### config.mk
export PLATFORM = sky130hd
export DESIGN_NAME = alu_exec_unit
export DESIGN_NICKNAME = d
export VERILOG_FILES = /design/src/rtl/alu_exec_pkg.sv /design/src/rtl/alu_exec_unit_seq_multiplier.sv /design/src/rtl/alu_exec_unit.sv
export SDC_FILE = /design/constraint.sdc
export NUM_CORES = 1
export LEC_CHECK = 0
export ABC_AREA = 1
export CAP_MARGIN = 20
export CORE_MARGIN = 1
export CORE_UTILIZATION = 45
export CTS_CLUSTER_DIAMETER = 40
export CTS_CLUSTER_SIZE = 25
export DETAILED_ROUTE_END_ITERATION = 8
export DONT_BUFFER_PORTS = 1
export PLACE_DENSITY = 0.71
export SLEW_MARGIN = 25
export SYNTH_ARGS = -nofsm -noshare
export SYNTH_HDL_FRONTEND = slang
export SYNTH_SLANG_ARGS = --single-unit
### constraint.sdc
create_clock -name clk_i -period 1.4 [get_ports clk_i]
set_input_delay 0.21 -clock clk_i [delete_from_list [all_inputs] [get_ports clk_i]]
set_output_delay 0.21 -clock clk_i [all_outputs]
set_load 0.05 [all_outputs]
### src/rtl/alu_exec_pkg.sv
`default_nettype none
// +----------------------------------------------------------------------+
// | Module   : alu_exec_pkg                                              |
// | Purpose  : Shared opcode/bonus constants, FSM state type and the     |
// |            operand magnitude helper for the execute-stage ALU.       |
// | Revision : 1.0  initial release                                      |
// +----------------------------------------------------------------------+
package alu_exec_pkg;

  localparam logic [3:0] OP_AND   = 4'b0000;
  localparam logic [3:0] OP_OR    = 4'b0001;
  localparam logic [3:0] OP_ADD   = 4'b0010;
  localparam logic [3:0] OP_SUB   = 4'b0110;
  localparam logic [3:0] OP_SLT   = 4'b0111;
  localparam logic [3:0] OP_MUL   = 4'b1011;
  localparam logic [3:0] OP_SHIFT = 4'b1111;

  localparam logic [2:0] BONUS_NONE = 3'b000;
  localparam logic [2:0] BONUS_JR   = 3'b010;
  localparam logic [2:0] BONUS_SRL  = 3'b101;

  typedef enum logic [1:0] {
    ST_IDLE = 2'd0,
    ST_MUL  = 2'd1,
    ST_DONE = 2'd2
  } state_t;

  // Magnitude of a signed 32-bit value. Negation is done in 33 bits so that
  // 0x80000000 yields +2^31, which fits the 32-bit unsigned result.
  function automatic logic [31:0] mag32(input logic [31:0] v);
    logic [32:0] ext;
    ext = {v[31], v};
    if (v[31]) ext = ~ext + 33'd1;
    return ext[31:0];
  endfunction

endpackage
`default_nettype wire

### src/rtl/alu_exec_unit_seq_multiplier.sv
`default_nettype none
// +----------------------------------------------------------------------+
// | Module   : seq_multiplier                                            |
// | Purpose  : 32x32 unsigned shift-add multiplier, one partial product  |
// |            per cycle, 32 cycles per product.                         |
// | Ports    : clk_i, rst_i (async, active-low), start_i, a_i, b_i,      |
// |            busy_o, done_o (final-step strobe), product_o             |
// | Note     : product_o is the accumulator including the current step,  |
// |            so it is the complete product while done_o is high.       |
// | Revision : 1.0  initial release                                      |
// +----------------------------------------------------------------------+
module seq_multiplier (
  input  logic        clk_i,
  input  logic        rst_i,
  input  logic        start_i,
  input  logic [31:0] a_i,
  input  logic [31:0] b_i,
  output logic        busy_o,
  output logic        done_o,
  output logic [63:0] product_o
);

  logic [63:0] mcand_q;
  logic [63:0] acc_q;
  logic [63:0] acc_d;
  logic [31:0] mplier_q;
  logic [5:0]  cnt_q;
  logic        busy_q;

  assign acc_d     = mplier_q[0] ? (acc_q + mcand_q) : acc_q;
  assign product_o = acc_d;
  assign busy_o    = busy_q;
  assign done_o    = busy_q && (cnt_q == 6'd31);

  always_ff @(posedge clk_i or negedge rst_i) begin
    if (!rst_i) begin
      mcand_q  <= '0;
      acc_q    <= '0;
      mplier_q <= '0;
      cnt_q    <= '0;
      busy_q   <= 1'b0;
    end else if (start_i && !busy_q) begin
      mcand_q  <= {32'd0, a_i};
      mplier_q <= b_i;
      acc_q    <= '0;
      cnt_q    <= '0;
      busy_q   <= 1'b1;
    end else if (busy_q) begin
      acc_q    <= acc_d;
      mcand_q  <= mcand_q << 1;
      mplier_q <= mplier_q >> 1;
      cnt_q    <= cnt_q + 6'd1;
      if (cnt_q == 6'd31) busy_q <= 1'b0;
    end
  end

endmodule
`default_nettype wire

### src/rtl/alu_exec_unit.sv
`default_nettype none
// +----------------------------------------------------------------------+
// | Module   : alu_exec_unit                                             |
// | Purpose  : Execute-stage ALU. Logic/arith/shift ops finish in one    |
// |            registered cycle; signed MUL runs 32 shift-add steps with |
// |            a busy/done handshake for EX-stage stalling.              |
// | Ports    : clk_i, rst_i (async, active-low), start_i, ALUCtrl_i,     |
// |            BonusCtrl_i, ALUShift_i, src1_i, src2_i, shamt_i ->       |
// |            result_o, hi_o, zero_o, overflow_o, busy_o, done_o        |
// | Config   : ALU_EXEC_MUL_EN builds the iterative multiplier; without  |
// |            it opcode 1011 completes in one cycle with result 0.      |
// | Revision : 1.0  initial release                                      |
// +----------------------------------------------------------------------+
module alu_exec_unit
  import alu_exec_pkg::*;
(
  input  logic        clk_i,
  input  logic        rst_i,
  input  logic        start_i,
  input  logic [3:0]  ALUCtrl_i,
  input  logic [2:0]  BonusCtrl_i,
  input  logic        ALUShift_i,
  input  logic [31:0] src1_i,
  input  logic [31:0] src2_i,
  input  logic [4:0]  shamt_i,
  output logic [31:0] result_o,
  output logic [31:0] hi_o,
  output logic        zero_o,
  output logic        overflow_o,
  output logic        busy_o,
  output logic        done_o
);

  state_t      state_q;
  logic [31:0] result_q;
  logic [31:0] hi_q;
  logic        zero_q;
  logic        ovf_q;
  logic        busy_q;
  logic        done_q;

  logic [31:0] sum_d;
  logic [31:0] diff_d;
  logic [4:0]  shamt_d;
  logic [31:0] alu_res_d;
  logic        alu_ovf_d;

  assign sum_d   = src1_i + src2_i;
  assign diff_d  = src1_i - src2_i;
  assign shamt_d = ALUShift_i ? shamt_i : src1_i[4:0];

  always_comb begin
    alu_res_d = '0;
    alu_ovf_d = 1'b0;
    case (ALUCtrl_i)
      OP_AND: alu_res_d = src1_i & src2_i;
      OP_OR:  alu_res_d = src1_i | src2_i;
      OP_ADD: begin
        if (BonusCtrl_i == BONUS_JR) begin
          alu_res_d = src1_i;  // jump-register target pass-through
        end else begin
          alu_res_d = sum_d;
          alu_ovf_d = (src1_i[31] == src2_i[31]) && (sum_d[31] != src1_i[31]);
        end
      end
      OP_SUB: begin
        alu_res_d = diff_d;
        alu_ovf_d = (src1_i[31] != src2_i[31]) && (diff_d[31] != src1_i[31]);
      end
      OP_SLT: alu_res_d = {31'd0, ($signed(src1_i) < $signed(src2_i))};
      OP_SHIFT: begin
        case (BonusCtrl_i)
          BONUS_SRL:  alu_res_d = src2_i >> shamt_d;
          BONUS_NONE: alu_res_d = src2_i << shamt_d;
          default:    alu_res_d = src2_i << shamt_d;
        endcase
      end
      default: alu_res_d = '0;  // unsupported codes (and MUL when not built)
    endcase
  end

`ifdef ALU_EXEC_MUL_EN
  logic        sign_q;
  logic        mul_start_d;
  logic        mul_busy;
  logic        mul_done;
  logic [63:0] mul_prod;
  logic [63:0] prod_signed_d;

  assign mul_start_d   = (state_q == ST_IDLE) && start_i && (ALUCtrl_i == OP_MUL);
  assign prod_signed_d = sign_q ? (~mul_prod + 64'd1) : mul_prod;

  seq_multiplier u_mul (
    .clk_i     (clk_i),
    .rst_i     (rst_i),
    .start_i   (mul_start_d),
    .a_i       (mag32(src1_i)),
    .b_i       (mag32(src2_i)),
    .busy_o    (mul_busy),
    .done_o    (mul_done),
    .product_o (mul_prod)
  );
`endif

  always_ff @(posedge clk_i or negedge rst_i) begin
    if (!rst_i) begin
      state_q  <= ST_IDLE;
      result_q <= '0;
      hi_q     <= '0;
      zero_q   <= 1'b0;
      ovf_q    <= 1'b0;
      busy_q   <= 1'b0;
      done_q   <= 1'b0;
`ifdef ALU_EXEC_MUL_EN
      sign_q   <= 1'b0;
`endif
    end else begin
      done_q <= 1'b0;
      case (state_q)
        ST_IDLE: begin
          if (start_i) begin
`ifdef ALU_EXEC_MUL_EN
            if (ALUCtrl_i == OP_MUL) begin
              state_q <= ST_MUL;
              busy_q  <= 1'b1;
              sign_q  <= src1_i[31] ^ src2_i[31];
            end else
`endif
            begin
              state_q  <= ST_DONE;
              done_q   <= 1'b1;
              result_q <= alu_res_d;
              zero_q   <= (alu_res_d == 32'd0);
              ovf_q    <= alu_ovf_d;
            end
          end
        end
`ifdef ALU_EXEC_MUL_EN
        ST_MUL: begin
          // mul_done marks the 32nd step; its product already includes it.
          if (mul_done && mul_busy) begin
            {hi_q, result_q} <= prod_signed_d;
            zero_q  <= (prod_signed_d[31:0] == 32'd0);
            ovf_q   <= 1'b0;
            busy_q  <= 1'b0;
            done_q  <= 1'b1;
            state_q <= ST_DONE;
          end
        end
`endif
        ST_DONE: state_q <= ST_IDLE;
        default: state_q <= ST_IDLE;
      endcase
    end
  end

  assign result_o   = result_q;
  assign hi_o       = hi_q;
  assign zero_o     = zero_q;
  assign overflow_o = ovf_q;
  assign busy_o     = busy_q;
  assign done_o     = done_q;

endmodule
`default_nettype wire

; Yosys cells after proc, flatten, opt, wreduce, memory -nomap -nowiden
; Cells that the tools add are included.
[classes]
addsub = 2
shift = 2
muxes = 10
n_reduce_logical = 6
n_eq_ne = 12
magnitude_cmp = 1
bitwise_logic = 2
[ops]
columns = cell, count
row1 = $pmux W32 S6, 1
row2 = $mux W32, 2
row3 = $add A32 B32 Y32, 1
row4 = $and A32 B32 Y32, 1
row5 = $logic_not A32 Y1, 1
row6 = $lt A32 B32 Y1, 1
row7 = $or A32 B32 Y32, 1
row8 = $shl A32 B5 Y32, 1
row9 = $shr A32 B5 Y32, 1
row10 = $sub A32 B32 Y32, 1
row11 = $eq A4 B3 Y1 const B, 2
row12 = $mux W5, 1
row13 = $eq A4 B1 Y1 const B, 1
row14 = $eq A4 B2 Y1 const B, 1
row15 = $eq A4 B4 Y1 const B, 1
row16 = $logic_not A4 Y1, 1
row17 = $mux W2, 2
row18 = $eq A3 B2 Y1 const B, 1
row19 = $eq A3 B3 Y1 const B, 1
row20 = $mux W1, 3
row21 = $ne A1 B1 Y1, 3
row22 = $logic_and A1 B1 Y1, 2
row23 = $logic_not A2 Y1, 1
row24 = $ne A2 B2 Y1 const B, 1
row25 = 3 further kinds, 3
[totals]
elab_cells = 40
register_bits = 37
inputBits = 80
output_inout_bits = 68

; Depth between registers and ports, before layout
; Gate-level depths: netlist of the first run.
[logic_depth]
ltp_word = 5
ltp_mapped = 24
mapped_depth_nobuf = 24

; Worst setup path after synthesis of the first run
; OpenSTA, ideal clock, no wires.
[synth_timing]
path_type = in2reg
start = in src1_i[0]
end = reg zero_q, in the netlist zero_o
slack_ns = -0.925
setup_time_ns = 0.066
cell_stages = 22
arrival_time_ns = 2.260
required_ns = 1.334
path_cell_list = inv_2 > ha_1 > fa_1 > inv_1 > nand2_1 > nand2_1 > nand2_1 > o21ai_0 > nand2_1 > nand2_1 > nand2_1 > nand2_1 > nand2_1 > nand3_1 > nand2_1 > nor2_1 > nand2_1 > nor2_1 > nand2_1 > nor2_1 > nand2_1 > nand2_1
[synth_between]
elab_chain_len = 5
[synth_lines]
columns = item, line
row1 = start: declaration, alu_exec_unit.sv:23  ; input logic [31:0] src1_i,
row2 = branches (longest 3 deep; another with $add A32 B32 Y32), --
row3 = $pmux W32 S6 *, alu_exec_unit.sv:55  ; case (ALUCtrl_i)
row4 = $logic_not A32 Y1 *, alu_exec_unit.sv:133  ; zero_q <= (alu_res_d == 32'd0);
row5 = end signal: assignment, alu_exec_unit.sv:133
row6 = end: declaration, alu_exec_unit.sv:37  ; logic zero_q;
; Mark *: on every way between the ends.
; A chain may end at the register's enable or synchronous reset.

; Worst setup path after layout of the first run
[layout_timing]
start = in src2_i[2]
end = reg zero_q, in the netlist zero_o
[layout_between]
elab_chain_len = 4
[layout_lines]
columns = item, line
row1 = start: declaration, alu_exec_unit.sv:24  ; input logic [31:0] src2_i,
row2 = "$add A32 B32 Y32, or another cell as far along", alu_exec_unit.sv:48  ; assign sum_d = src1_i + src2_i;
row3 = $mux W32 (on tied branches), --
row4 = $pmux W32 S6 *, alu_exec_unit.sv:55
row5 = $logic_not A32 Y1 *, alu_exec_unit.sv:133
; Mark *: on every way between the ends. The rest lies on a longest branch, timed or not.

==> impl_metrics.env, run 1 <==
export IMPL_grt_setup_unrepaired="true"
export IMPL_multiInputGateArea_um2=12000
export IMPL_timing_worst_setup_path_type="input port to flop"
export IMPL_synth_cell_type_count=48
export IMPL_switchingPower_w=0.00629
export IMPL_numCtsBuffers=5
export IMPL_initial_core_util=0.462
export IMPL_yosysSeqAreaShare=0.0769
export IMPL_die_w_um=163
export IMPL_yosys_warnings=33
export IMPL_crit_cells=17
export IMPL_critPathMaxFanout=4
export IMPL_finalSetupViolCount=34
export IMPL_drc_errors=32
export IMPL_worstSetupEndpointType="flop"
export IMPL_fin_skew_ps=4.54
export IMPL_internal_power_w=0.00536
export IMPL_cts_htree_levels=2
export IMPL_required_ps=1610
export IMPL_synth_cells=2235
export IMPL_ys_async_sr_fraction=1.00
export IMPL_status="finished, violations left"
export IMPL_syn_cell_area_um2=11700
export IMPL_grt_pass1_wl_um=98500
export IMPL_drive_above_1_share=0.440
export IMPL_io_buffers=0
export IMPL_max_slew_margin_rel=0.468
export IMPL_diodes=0
export IMPL_swShare=0.540
export IMPL_hold_worst_slack_ps=75.6
export IMPL_dieArea_um2=26700
export IMPL_dp_hpwl_um=51600
export IMPL_fin_cells=3031
export IMPL_cpPeakStageDelay_ps=480
export IMPL_seq_power_share=0.116
export IMPL_worstPathCellList="inv_2, buf_4, ha_1, nor2_1, nand2_4, nand2_4, o21ai_4, or2_2, nand3_2, nand3b_1, a21oi_2, nand2_2, nor2_4, nand3_2, nor2_1, nand2_1, nand2_1"
export IMPL_cts_tree="yes"
export IMPL_drtPass1Iterations=9
export IMPL_cpMaxStageDelayCell="nand3b_1"
export IMPL_grt_pass1_vias=17400
export IMPL_dp_cells=2963
export IMPL_synth_edf_count=0
export IMPL_core_area_um2=25300
export IMPL_ant_nets=0
export IMPL_final_cell_mix="526 x nand2_1, 507 x buf_4, 307 x nand3_1"
export IMPL_p_comb_frac=0.789
export IMPL_reg2reg_depth=4
export IMPL_grt_use_total=0.486
export IMPL_gp_congestion=1.08
export IMPL_final_common_cell="nand2_1"
export IMPL_post_route_util=0.763
export IMPL_p_leak_nw=9.85
export IMPL_p_clk_frac=0.095
export IMPL_slew_violations=0
export IMPL_wl_per_cell_um=23.4
export IMPL_tightest_slew_ps=797
export IMPL_finalHoldViolCount=0
export IMPL_holdPathStages=2
export IMPL_dieHeight_um=163
export IMPL_period_share=2.07
export IMPL_path_clk_slew_ps=60
export IMPL_core_rowCount=58
export IMPL_grt_max_degree=53
export IMPL_timing_critical_path_buf_inv=2
export IMPL_cp_arrival_ps=3100
export IMPL_violations="design-rule violations, negative setup slack"
export IMPL_fillers=1947
export IMPL_root_buffer="clkbuf_16"
export IMPL_drv_cap=0
export IMPL_nNetsFinal=2883
export IMPL_seq_area_um2=901
export IMPL_max_freq_mhz=345
export IMPL_clockBufferDepth=2
export IMPL_overflow=0
export IMPL_drtIter0Drc=2956
export IMPL_drt_wl_total_um=71000
export IMPL_postSynthAreaPerCell_um2=5.24
export IMPL_cp_start_kind="input port"
export IMPL_synth_seq_cells=36
export IMPL_clkLatencyLatePin_ps=280
export IMPL_synth_top_flop_cell="dfrtp_1"
export IMPL_num_vias=18900
export IMPL_cts_sinks=36
export IMPL_setup_slack_ps=-1490
export IMPL_routed_via_density=6.25
export IMPL_crit_family="simple AND/OR/NAND/NOR gates"
export IMPL_ir_worst_vdd_mv=0.739
export IMPL_hold_class="input port to flop"
export IMPL_fin_crit_ps=2890
export IMPL_syn_to_final_growth_pct=65.0
export IMPL_antenna_found_initial=1
export IMPL_ioPinCount=148
export IMPL_power_density_nw_per_um2=603
==> flip-flops by register name, summed over array words and instances (netlist names) <==
register    count
done_o          1
overflow_o      1
result_o       32
state_q         1
zero_o          1
==> worst reg2reg max path, cell delays in order (launching register included) <==
cell and delay, ps:
dfrtp_1 370, nor2_1 210, inv_2 360, nand2_1 200
o21ai_0 100
==> final timing paths <==
check	startpoint	endpoint	slack (ps)
setup / recovery	src2_i[2]	zero_o	-1490
min in group asynchronous	rst_i	result_o[17]	400
max in group asynchronous	rst_i	result_o[3]	810
setup reg to reg	state_q[1]	result_o[14]	0
hold reg to reg	state_q[1]	state_q[1]	430
hold / removal	start_i	state_q[1]	80
==> metal layers <==
metal,share of wire,global-route usage
met1,0.35,0.595
met2,0.41,0.749
met4,0.099,0.348
met5,0.0015,0
met3,0.14,0.110
==> what timing repair did <==
item                       CTS  global route
hold buffers                 2             0
cloned                       6             3
setup endpoints to repair   34            34
pin swaps                  119            93
gates resized for setup    371           223
buffers inserted            28            24
hold endpoints to repair    36             0
==> Yosys cell counts (all sizes together), types with 24 or more instances <==
library cell	count	area, um^2
nand2	672	2580
o21ai	73	380
inv	280	1050
nand3	510	2560
clkbuf	43	164
nor2	176	686
a21oi	108	541
o22ai	24	150
nand4	32	200
buf	96	648
ha	101	1260
dfrtp	36	901
==> cell type report <==
cell class,instances,area share
multi-input combinational,1807,0.619
timing repair buffer,565,0.248
inverter,285,0.0581
sequential,36,0.0466
tap,330,0.0214
clock buffer,5,0.00647
clock inverter,3,0.000971
==> metrics by stage <==
stage / instance area, um^2 / setup TNS, ps / total power, W / setup slack [ps]
after global routing: 19300 / -26710 / 0.0121 / -1360
after global placement: 16100 / -32380 / 0.00839 / -1420
after detailed placement: 16100 / -33290 / 0.00846 / -1370
after CTS: 18100 / -17780 / 0.0105 / -784
final: 19300 / -25450 / 0.0117 / -1490
after floorplan: 12700 / -11370 / 0.00560 / -666
==> cells by family (layout without fill, tap and decap cells) <==
kind of cell    count (synthesis)  in the layout  synth area share
simple gates                 1428           1428             0.534
compound gates                236            236             0.111
xor+xnor                        7              7           0.00524
other cells                     1             33          0.000320
flops                          36             36            0.0769
buf+inv                       424            858             0.161
fa+ha+maj                     103            103             0.111
==> power by group through the flow <==
stage	combinational [W]	sequential, W	clock, W
CTS	0.00804	0.00135	0.00110
floorplan	0.00395	0.00165	0
detailed placement	0.00710	0.00137	0
finish	0.00919	0.00136	0.00111
global route	0.00957	0.00137	0.00114
global placement	0.00702	0.00136	0
Power figures use the tool's default switching activity.
==> run 2: changes to the inputs <==
- clock period: 1.4 -> 2.9 ns (I/O delays scaled with it)
==> impl_metrics.env, run 2 (synthesis gave the netlist of run 1 again) <==
export IMPL_status="finished, violations left"
export IMPL_violations="negative hold slack"
export IMPL_dieHeight_um=163
export IMPL_total_power_w=0.00420
export IMPL_ant_nets=0
export IMPL_required_ps=3110
export IMPL_gp_congestion=1.08
export IMPL_core_area_um2=25300
export IMPL_crit_top_cell="nand2_1"
export IMPL_numCtsBuffers=5
export IMPL_nNetsFinal=2610
export IMPL_cpPeakStageDelay_ps=370
export IMPL_clkLatencyLatePin_ps=280
export IMPL_final_cell_mix="664 x nand2_1, 508 x nand3_1, 281 x buf_4"
export IMPL_dieArea_um2=26700
export IMPL_timing_worst_setup_path_type="input port to flop"
export IMPL_finalSetupViolCount=0
export IMPL_routed_via_density=5.93
export IMPL_grt_pass1_vias=15100
export IMPL_drtIter0Drc=2406
export IMPL_syn_to_final_growth_pct=19.4
export IMPL_power_density_nw_per_um2=300
export IMPL_tightest_slew_ps=926
export IMPL_max_slew_margin_rel=0.376
export IMPL_crit_cells=16
export IMPL_final_common_cell="nand2_1"
export IMPL_place_ws_ps=-322
export IMPL_finalSetupTns_ps=0
export IMPL_cts_sinks=36
export IMPL_fin_crit_ps=2880
export IMPL_core_rowCount=58
export IMPL_hold_worst_slack_ps=-7.59
export IMPL_post_route_util=0.552
export IMPL_die_w_um=163
export IMPL_finalHoldViolCount=25
export IMPL_met1_usage=0.545
export IMPL_drc_errors=0
export IMPL_ir_worst_vdd_mv=0.360
export IMPL_reg2reg_depth=4
export IMPL_setup_slack_ps=24.9
export IMPL_max_freq_mhz=348
export IMPL_cp_start_kind="input port"
export IMPL_antenna_found_initial=1
export IMPL_path_clk_slew_ps=60
export IMPL_worstSetupEndpointType="flop"
export IMPL_ioPinCount=148
export IMPL_grt_setup_unrepaired="false"
export IMPL_cts_tree="yes"
export IMPL_grt_use_met3=0.0785
export IMPL_drtPass1Iterations=7
export IMPL_drt_wl_total_um=58700
export IMPL_clockBufferDepth=2
export IMPL_grt_use_total=0.433
export IMPL_drive_above_1_share=0.141
export IMPL_use_met2=0.670
export IMPL_io_buffers=0
export IMPL_crit_family="simple AND/OR/NAND/NOR gates"
export IMPL_period_share=0.991
export IMPL_largest_register_ffs=32
export IMPL_root_buffer="clkbuf_16"
export IMPL_worstPathCellList="inv_1, ha_1, a21oi_1, nand2_1, nand2_1, nand2_1, xor2_1, o21ai_0, nand3b_1, nor2_2, nand2_1, nor2_2, nand3_1, nor2_1, nand2_1, nand2_1"
export IMPL_num_vias=16400
export IMPL_critPathMaxFanout=4
export IMPL_hold_class="input port to asynchronous set/reset pin"
export IMPL_overflow=0
export IMPL_drv_cap=0
export IMPL_dp_cells=2748
export IMPL_initial_core_util=0.462
export IMPL_p_leak_nw=7.79
export IMPL_top_usage_layer="met2"
export IMPL_r2r_setup_slack_ps=1400
export IMPL_cts_htree_levels=2
export IMPL_multiInputGateArea_um2=9140
export IMPL_cp_arrival_ps=3090
export IMPL_cpMaxStageDelayCell="nor2_2"
export IMPL_seq_area_um2=901
export IMPL_grt_max_degree=53
export IMPL_fillers=2721
export IMPL_slew_violations=0
export IMPL_fin_skew_ps=7.48
export IMPL_timing_critical_path_buf_inv=1
export IMPL_dp_hpwl_um=48800
export IMPL_grt_pass1_wl_um=87400
export IMPL_fin_cells=2756
export IMPL_wl_per_cell_um=21.3
## run 2: power breakdown
group | switching, W | leakage (nW) | total, W | internal (W)
clock | 0.000189 | 0.0616 | 0.000493 | 0.000303
combinational | 0.00189 | 7.25 | 0.00290 | 0.00101
sequential | 0.000247 | 0.477 | 0.000803 | 0.000556
## run 2: per-stage QoR
step,cell area (um^2),hold WS [ps]
floorplan,11800,139
global placement,13800,140
detailed placement,13800,140
CTS,13900,1.05
global route,14000,6.23
finish,14000,-7.59
## run 2: area by class of cell
| class | instances | area share |
|---|---|---|
| Clock buffer | 5 | 0.00895 |
| Antenna cell | 1 | 0.000179 |
| Tap cell | 330 | 0.0295 |
| Inverter | 285 | 0.0767 |
| Sequential cell | 36 | 0.0644 |
| Multi-Input combinational cell | 1807 | 0.654 |
| Timing Repair Buffer | 292 | 0.167 |
## run 2: path summary, 6_finish.rpt
kind                                 to       start
hold / removal             result_o[12]       rst_i
hold reg to reg              state_q[1]  state_q[1]
min in group clk_i           state_q[1]     start_i
max in group asynchronous   result_o[9]       rst_i
setup reg to reg            result_o[5]  state_q[1]
setup / recovery                 zero_o   src1_i[2]
## run 2: metal layers
metal  wire length [um]  vias to the layer above
met5                  0                        -
met4               4800                        0
met3               6780                      263
met2              24700                     1122
met1              22400                     7372
li1                   -                     7599
## run 2: what timing repair did
action	4_1_cts	5_1_grt
hold endpoints to repair	36	0
resized for setup	1	23
pin swaps	0	1
buffers inserted	0	1
hold buffers	1	0
setup endpoints to repair	1	2
==> run 3: changes to the inputs <==
- CORE_UTILIZATION: 45 -> 55
- PLACE_DENSITY: 0.71 -> 0.81
==> impl_metrics.env, run 3 (synthesis gave the netlist of run 1 again) <==
export IMPL_worstSetupEndpointType="flop"
export IMPL_drt_wl_total_um=54700
export IMPL_final_cell_mix="664 x nand2_1, 507 x nand3_1, 273 x inv_1"
export IMPL_hold_class="input port to flop"
export IMPL_routed_via_density=6.16
export IMPL_ant_nets=0
export IMPL_period_share=0.984
export IMPL_grt_use_total=0.492
export IMPL_cts_sinks=36
export IMPL_fin_skew_ps=3.55
export IMPL_fin_crit_ps=2850
export IMPL_core_rowCount=53
export IMPL_dieHeight_um=148
export IMPL_grt_pass1_vias=15000
export IMPL_grt_pass1_wl_um=82800
export IMPL_cp_start_kind="input port"
export IMPL_finalSetupViolCount=0
export IMPL_power_density_nw_per_um2=310
export IMPL_postCtsSetupRepairBufs=0
export IMPL_root_buffer="clkbuf_16"
export IMPL_timing_worst_setup_path_type="input port to flop"
export IMPL_drive_above_1_share=0.116
export IMPL_status="complete, no violations"
export IMPL_dp_cells=2633
export IMPL_ioPinCount=148
export IMPL_post_route_util=0.645
export IMPL_drtIter0Drc=2212
export IMPL_ir_worst_vdd_mv=0.254
export IMPL_io_buffers=0
export IMPL_clockBufferDepth=2
export IMPL_slew_violations=0
export IMPL_critPathMaxFanout=8
export IMPL_dp_hpwl_um=44500
export IMPL_gp_congestion=1.13
export IMPL_grt_max_degree=75
export IMPL_clkLatencyLatePin_ps=280
export IMPL_fillers=2093
export IMPL_max_slew_margin_rel=0.523
export IMPL_fin_cells=2644
export IMPL_numCtsBuffers=5
export IMPL_largest_register_ffs=32
export IMPL_finalSetupTns_ps=0
export IMPL_initial_core_util=0.559
export IMPL_core_area_um2=21000
export IMPL_drv_cap=0
export IMPL_dieArea_um2=21900
export IMPL_p_leak_nw=7.52
export IMPL_tightest_slew_ps=714
export IMPL_cts_htree_levels=2
export IMPL_finalHoldViolCount=0
export IMPL_cts_tree="yes"
export IMPL_path_clk_slew_ps=60
export IMPL_antenna_found_initial=1
export IMPL_drc_errors=0
export IMPL_wl_per_cell_um=20.7
export IMPL_num_vias=16300
export IMPL_final_common_cell="nand2_1"
export IMPL_cp_arrival_ps=3070
export IMPL_max_freq_mhz=350
export IMPL_die_w_um=148
export IMPL_syn_to_final_growth_pct=15.4
export IMPL_overflow=0
export IMPL_required_ps=3120
export IMPL_nNetsFinal=2550
export IMPL_drtPass1Iterations=6
[run 3: path summary, 6_finish.rpt]
kind                                  from           end  slack, ps  cells past startpoint
worst max-delay path             src1_i[2]        zero_o         50                     20
worst min-delay path               start_i    state_q[1]        270                      2
min in group asynchronous            rst_i  result_o[21]        600                      2
max in group asynchronous            rst_i  result_o[16]       2110                      2
worst max register to register  state_q[1]  result_o[10]       1120                      3
worst min register to register  state_q[1]    state_q[1]        420                      1
[run 3: layout make-up]
cell class | count | area [um^2] | area share
Clock inverter | 3 | 42.5 | 0.00315
Sequential cell | 36 | 901 | 0.0667
Clock buffer | 5 | 125 | 0.00926
Inverter | 285 | 1070 | 0.0794
Antenna cell | 1 | 2.50 | 0.000185
Tap cell | 275 | 344 | 0.0255
Multi-Input combinational cell | 1807 | 9120 | 0.675
Timing Repair Buffer | 232 | 1910 | 0.141
[run 3: report_power, final]
part | internal (W) | switching (W) | leakage, nW
logic | 0.000941 | 0.00182 | 6.96
clock network | 0.000404 | 0.000217 | 0.0798
registers | 0.000556 | 0.000248 | 0.477
total | 0.00190 | 0.00228 | 7.52
[run 3: worst max-delay path: stages]
cell and delay [ps]:
inv_1 30, ha_1 400, a21oi_1 220, nand2_1 150
nand2_1 90, nand2_1 120, nand2_1 110, nand3_1 200
nand2_1 120, nand3_1 70, nand2_1 80, nand3b_1 140
nor2_1 220, buf_4 160, nand2_1 50, nor2_1 150
nand3_1 100, nor2_1 120, nand2_1 60, nand2_1 50
[run 3: metal layers]
metal  part of all wire  routed length, um  track usage  vias up
met5                  0                  0            0        -
met2               0.42              22800        0.756     1223
met3               0.13               7060        0.117      272
met1               0.37              20300        0.603     7296
li1                   -                  -            -     7497
met4              0.082               4480        0.349        0
[run 3: metrics by stage]
step                      power [W]  setup slack [ps]  hold slack, ps  area [um^2]
after global placement      0.00339             -87.0             140        13300
after floorplan             0.00251               350             139        11800
final                       0.00418              45.3             269        13500
after global routing        0.00441             -26.3             285        13500
after CTS                   0.00406              64.3             270        13500
after detailed placement    0.00342              -204             140        13300
[run 3: what timing repair did]
item | 4_1_cts | 5_1_grt
hold buffers | 2 | 0
endpoints found under the hold margin | 36 | 0
resized for setup | 0 | 14
endpoints found under the setup margin | 0 | 5
